### src/rtl/router_reg.sv
// -----------------------------------------------------------------------------
// router_reg : datapath register stage of the 1x3 router
//
// Works next to the router control FSM. The FSM tells this block which state
// it is in through one-hot strobes; this block latches the packet header,
// forwards header/payload/parity bytes to the output FIFOs on dout, parks the
// byte that arrives while the selected FIFO is full, and checks packet parity.
//
// Ports
//   clk            clock, all registers update on the rising edge
//   resetn         synchronous, active-low reset
//   pkt_valid      source byte valid (high for header+payload, low on parity)
//   data_in        source byte
//   fifo_full      selected output FIFO is full
//   detect_add     FSM in DECODE_ADDRESS
//   lfd_state      FSM in LOAD_FIRST_DATA
//   ld_state       FSM in LOAD_DATA
//   laf_state      FSM in LOAD_AFTER_FULL
//   full_state     FSM in FIFO_FULL_STATE
//   rst_int_reg    FSM in CHECK_PARITY_ERROR
//   dout           byte presented to the FIFO write port (one clock behind source)
//   parity_done    packet parity byte has been captured
//   low_pkt_valid  pkt_valid dropped while loading data (parity byte seen)
//   err            computed parity differs from the received parity byte
// -----------------------------------------------------------------------------
module router_reg #(
   parameter int WIDTH = 8
) (
   input  logic             clk,
   input  logic             resetn,
   input  logic             pkt_valid,
   input  logic [WIDTH-1:0] data_in,
   input  logic             fifo_full,
   input  logic             detect_add,
   input  logic             lfd_state,
   input  logic             ld_state,
   input  logic             laf_state,
   input  logic             full_state,
   input  logic             rst_int_reg,
   output logic [WIDTH-1:0] dout,
   output logic             parity_done,
   output logic             low_pkt_valid,
   output logic             err
);

   logic [WIDTH-1:0] header_reg;
   logic [WIDTH-1:0] hold_reg;
   logic [WIDTH-1:0] dout_reg;
   logic [WIDTH-1:0] internal_parity_reg;
   logic [WIDTH-1:0] packet_parity_reg;
   logic             parity_done_reg;
   logic             low_pkt_valid_reg;
   logic             err_reg;

   // Address 3 does not exist on a 1x3 router; such a header is ignored so
   // the previously latched header stays in place.
   logic header_ok;
   assign header_ok = detect_add && pkt_valid && (data_in[1:0] != 2'b11);

   // Header latch and the byte path towards the FIFOs. The byte that arrives
   // while the FIFO is full is parked in hold_reg and replayed from
   // LOAD_AFTER_FULL, so no source byte is lost.
   always_ff @(posedge clk) begin
      if (!resetn) begin
         header_reg <= '0;
         hold_reg   <= '0;
         dout_reg   <= '0;
      end else begin
         if (header_ok)
            header_reg <= data_in;

         if (lfd_state)
            dout_reg <= header_reg;
         else if (ld_state && !fifo_full)
            dout_reg <= data_in;
         else if (ld_state && fifo_full)
            hold_reg <= data_in;
         else if (laf_state)
            dout_reg <= hold_reg;
      end
   end

   // Running XOR of header and payload, plus the received parity byte.
   // A payload byte diverted into hold_reg is still accumulated here because
   // it is accepted from the source in that cycle; full_state only guards
   // against counting anything while the FSM is stalled.
   always_ff @(posedge clk) begin
      if (!resetn) begin
         internal_parity_reg <= '0;
         packet_parity_reg   <= '0;
      end else begin
         if (detect_add)
            internal_parity_reg <= '0;
         else if (lfd_state)
            internal_parity_reg <= internal_parity_reg ^ header_reg;
         else if (ld_state && pkt_valid && !full_state)
            internal_parity_reg <= internal_parity_reg ^ data_in;

         if (detect_add)
            packet_parity_reg <= '0;
         else if (ld_state && !pkt_valid)
            packet_parity_reg <= data_in;
      end
   end

   // Status flags back to the FSM and the host.
   // parity_done rises either when the parity byte is written straight through,
   // or, if it was parked because the FIFO was full, on the LOAD_AFTER_FULL
   // cycle that replays it. err is evaluated only once parity_done is up, so
   // both parity registers are settled when it is computed.
   always_ff @(posedge clk) begin
      if (!resetn) begin
         parity_done_reg   <= 1'b0;
         low_pkt_valid_reg <= 1'b0;
         err_reg           <= 1'b0;
      end else begin
         if (ld_state && !pkt_valid)
            low_pkt_valid_reg <= 1'b1;
         else if (rst_int_reg)
            low_pkt_valid_reg <= 1'b0;

         if (detect_add)
            parity_done_reg <= 1'b0;
         else if ((ld_state && !fifo_full && !pkt_valid) ||
                  (laf_state && low_pkt_valid_reg && !parity_done_reg))
            parity_done_reg <= 1'b1;

         if (detect_add)
            err_reg <= 1'b0;
         else if (parity_done_reg)
            err_reg <= (internal_parity_reg != packet_parity_reg);
      end
   end

   assign dout          = dout_reg;
   assign parity_done   = parity_done_reg;
   assign low_pkt_valid = low_pkt_valid_reg;
   assign err           = err_reg;

endmodule

### config.mk
export PLATFORM = sky130hd
export DESIGN_NAME = router_reg
export DESIGN_NICKNAME = d
export VERILOG_FILES = /design/src/rtl/router_reg.sv
export SDC_FILE = /design/constraint.sdc
export NUM_CORES = 1
export LEC_CHECK = 0
export ABC_AREA = 1
export BUFFER_PORTS_ARGS = -buffer_cell sky130_fd_sc_hd__buf_4
export CORE_MARGIN = 1.5
export CORE_UTILIZATION = 40
export DETAILED_ROUTE_END_ITERATION = 8
export HOLD_SLACK_MARGIN = 0.08
export PLACE_DENSITY = 0.68
export RECOVER_POWER = 100
export SYNTH_ARGS = -nofsm -noshare
export SYNTH_HDL_FRONTEND = slang
export SYNTH_SLANG_ARGS = --single-unit
### constraint.sdc
create_clock -name clk -period 0.95 [get_ports clk]
set_input_delay 0.095 -clock clk [delete_from_list [all_inputs] [get_ports clk]]
set_output_delay 0.095 -clock clk [all_outputs]
set_load 0.01 [all_outputs]
Word-level counts from Yosys, hierarchy flattened. Index checks and enable logic that the tools add are counted.

Bits in registers: 43. Output and inout port bits: 11. Logic and storage cells: 45.

Eq/ne operators: 3. Multiplexer cells: 8. Bitwise operators: 5. Reductions and logical operators: 21.

Operators with widths (number): $mux W8 (6); $xor A8 B8 Y8 (2); $logic_and A1 B1 Y1 (10); $ne A8 B8 Y1 (1); $logic_not A1 Y1 (4); $reduce_bool A2 Y1 (2); $ne A3 B2 Y1 const B (1); $not A1 Y1 (3); $reduce_and A3 Y1 (1); $reduce_bool A3 Y1 (1); $mux W1 (2); $ne A2 B2 Y1 const B (1); $reduce_and A2 Y1 (1); $reduce_or A2 Y1 (1); $logic_or A1 B1 Y1 (1).

Logic depth before layout (Yosys ltp).
Depth in word-level cells: 4. Mapped depth: 8. Mapped depth without buffers: 8.

Worst setup path after synthesis. No wires, ideal clock.

Path kind: input to register. Start: in lfd_state. End: reg dout_reg[0] (netlist: dout[0]). Setup time: 0.117 ns. Data arrival time: 0.789 ns. Required time: 0.833 ns. Path slack: 0.044 ns. Stages: 7. Buffers on the path: 1. Cells stage by stage: buf_6 -> inv_2 -> nand3_4 -> nand2_4 -> inv_2 -> o21ai_0 -> nor2_1.

Cells in the longest elaborated chain, start to end: 2. Elaborated cells between the ends (all ways): 4. Classes of those cells: 1 x eq/ne; 1 x mux; 2 x reduce/logical.

Ends and longest elaborated chain: from (decl) (RTL line 35) `input logic lfd_state,`; $ne A3 B2 Y1 (no line) / $reduce_bool A3 Y1 (equally long branches); $reduce_and A2 Y1 (no line); to (signal assigned) (RTL line 73) `dout_reg <= header_reg;`; to (signal assigned) (RTL line 75) `dout_reg <= data_in;`; to (signal assigned) (RTL line 79) `dout_reg <= hold_reg;`; to (decl) (RTL line 48) `logic [WIDTH-1:0] dout_reg;`.

Several ways; a longest one is shown, not always the timed one. A chain may end at the register's enable or synchronous reset.

Final worst setup path.
Start: reg packet_parity_reg[2]. End: reg err_reg (netlist: err).

Cells in the longest elaborated chain, start to end: 1.

Ends and longest elaborated chain: from (decl) (RTL line 50) `logic [WIDTH-1:0] packet_parity_reg;`; from (signal assigned) (RTL line 102) `packet_parity_reg <= data_in;`; $ne A8 B8 Y1 (RTL line 131) `err_reg <= (internal_parity_reg != packet_parity_reg);`; to (signal assigned) (RTL line 131); to (decl) (RTL line 53) `logic err_reg;`.

No other way between the ends.

==> flow_summary.json <==
{
  "status": "complete, but fails checks",
  "failed_checks": "negative setup slack",
  "hold_viol": 0,
  "grt_pass1_wl_um": 7710,
  "rrSetupSlack_ps": -3,
  "cts.path.max_buffers": 2,
  "grt_overflow": 0,
  "start_kind": "register",
  "arrival_ps": 1150,
  "path_cells": "inv_2, nand2_2, nand2_2, nor2_2, nand3_1, nor2_1, nor2_1",
  "pre_cts_ws_ps": -39.4,
  "hp-class": "primary input to register",
  "syn_area_mm2": 0.00196,
  "worstMarginPinSlew_ps": 238,
  "cts_buffers": 5,
  "die_y_um": 73.0,
  "portBuffers": 28,
  "gp_congestion": 0.831,
  "core_area_mm2": 0.00472,
  "ant_nets": 0,
  "met3_usage_pct": 4.56,
  "rows": 25,
  "clock_sinks": 43,
  "die_w_um": 73.0,
  "pwr_density_cell_mw_per_mm2": 1540,
  "skew_ps": 8.35,
  "path_buf_inv": 1,
  "dp_hpwl_um": 3490,
  "worstHoldPathCells": 3,
  "critPathCaptureType": "register",
  "fmax_mhz": 1050,
  "r2r-end": "err",
  "vias": 1927,
  "firstDrtPassIters": 4,
  "hold_end": "header_reg[5]",
  "ys_types": 20,
  "critPathMaxStageDelay_ps": 350,
  "worst-path-stages": 7,
  "yosysWarnings": 0,
  "path_class": "register to register",
  "cp.required_ps": 1140,
  "synth_nets": 300,
  "worst_slack_ps": -2.96,
  "r2r_cells": 7,
  "grt_util_met1_pct": 24.4,
  "cp_slowest_cell": "dfxtp_2",
  "cellLeakagePower_uw": 0.00116,
  "slew_viol_final": 0,
  "htreeDepth": 2,
  "grt_pass1_vias": 1704,
  "use_met2_pct": 30.1,
  "ir_drop_v": 0.00111,
  "setup_violations": 1,
  "yosysSeqAreaShare_pct": 44.0,
  "fin_crit_sh_pct": 100,
  "drv_cap": 0,
  "worst-path-max-fanout": 2,
  "cp_top_family": "simple AND/OR/NAND/NOR gates",
  "wire_per_inst_um": 11.8,
  "synth_top_area_cell": "dfxtp_1",
  "mostFrequentLayoutCells": "nand2_1 (55), dfxtp_1 (37), buf_4 (35)",
  "rsz0062_at_grt": "yes",
  "setup_tns_ps": -2.96,
  "r2r_start": "packet_parity_reg[2]",
  "cts_tree": "yes",
  "synth_cells": 282,
  "grt_max_degree": 25,
  "viasPerCell": 4.85,
  "synth_seq_cells": 43,
  "initial_utilization_pct": 41.5,
  "die-area_mm2": 0.00532,
  "layout-drive-gt1-share_pct": 22.1,
  "final_nets": 347,
  "layout_commonest_cell": "nand2_1",
  "clk_latency_ps": 300,
  "post_cts_buffers": 0,
  "drt_iter0_drc": 125,
  "synth_area_leaders": "dfxtp_1 (44%), nand2_1 (11%), a21oi_1 (8.7%), o21ai_0 (8.4%), nand3_1 (6.6%)",
  "avgSynthCellArea_um2": 6.94,
  "diodes": 0,
  "totalWireLength_um": 4680,
  "synth_top_area_share_pct": 44.0,
  "path_clk_slew_ps": 80,
  "holdWs_ps": 95.6,
  "maxSlewHeadroom_pct": 84.2,
  "grtUsageTotal_pct": 19.3,
  "min_from": "data_in[5]",
  "min_period_ps": 953,
  "antenna_found_initial": 0,
  "cts-root-buf": "clkbuf_8",
  "grt_busiest_layer": "met2",
  "ioPinCount": 29,
  "final_util_pct": 53.0,
  "drcViolationCount": 0,
  "area_growth_pct": 27.8
}
==> worst max-delay path by stage <==
stage / end / startpoint / slack (ps)
after global placement: dout[5] / fifo_full / -40
after detailed placement: dout[7] / fifo_full / -40
after CTS: err / packet_parity_reg[4] / 0.4
final: err / packet_parity_reg[2] / -3
after global routing: err / packet_parity_reg[2] / -110
after floorplan: dout[0] / lfd_state / 40
==> layer usage <==
| layer | vias to the layer above | wire [um] |
|---|---|---|
| li1 | 1002 | - |
| met1 | 866 | 2070 |
| met2 | 51 | 2270 |
| met3 | 8 | 229 |
| met4 | 0 | 102 |
| met5 | - | 0 |
==> synth_stat cells <==
| cell type | n |
|---|---|
| nor2_4 | 2 |
| inv_1 | 33 |
| inv_2 | 4 |
| a21oi_1 | 34 |
| nand2_1 | 59 |
| o21a_1 | 1 |
| buf_2 | 2 |
| xnor2_1 | 2 |
| nand2_2 | 3 |
| nor2_1 | 31 |
| o21ai_0 | 33 |
| nand3_1 | 26 |
| a21boi_0 | 1 |
| buf_6 | 1 |
| nand3_4 | 1 |
| buf_4 | 2 |
| clkbuf_1 | 2 |
| nand2_4 | 1 |
| a21oi_2 | 1 |
| dfxtp_1 | 43 |
==> where the power goes <==
| part | switching [uW] | internal [uW] | leakage, uW |
|---|---|---|---|
| logic | 332 | 267 | 0.000758 |
| registers | 40.5 | 1900 | 0.000355 |
| clock network | 646 | 662 | 0.0000505 |
==> cell families (layout without fill, tap and decap cells) <==
| family | count (synthesis) | in the layout | share of synthesized area [%] |
|---|---|---|---|
| flip-flops | 43 | 43 | 44.0 |
| buffers and inverters | 44 | 92 | 9.33 |
| AND/OR/NAND/NOR | 123 | 123 | 27.5 |
| XOR/XNOR | 2 | 2 | 0.895 |
| AO/OA/AOI/OAI | 70 | 70 | 18.3 |
==> worst reg2reg max path, stage by stage (launching register included) <==
cell,delay (ps)
dfxtp_2,350
inv_2,40
nand2_2,60
nand2_2,50
nor2_2,100
nand3_1,100
nor2_1,110
nor2_1,40
==> per-stage QoR <==
step | area (um^2) | power, uW | std cells
6_report | 2500 | 3840 | 397
5_1_grt | 2500 | 4010 | 397
4_1_cts | 2540 | 3900 | 400
3_5_place_dp | 2390 | 2580 | 387
3_3_place_gp | 2390 | 2570 | 387
2_1_floorplan | 1960 | 2300 | 282
==> what timing repair did <==
action                     CTS  global route
pin swaps                    1             7
setup endpoints to repair    1             5
hold endpoints to repair     5             0
resized for setup            1            18
hold buffers                 5             0
==> layout make-up <==
type	count	area, um^2
Multi-Input combinational cell	195	910
Fill cell	470	2220
Timing Repair Buffer	47	398
Clock inverter	1	7.51
Tap cell	67	83.8
Inverter	37	139
Clock buffer	7	96.3
Sequential cell	43	868
No activity file was read; power rests on OpenSTA's default activity.
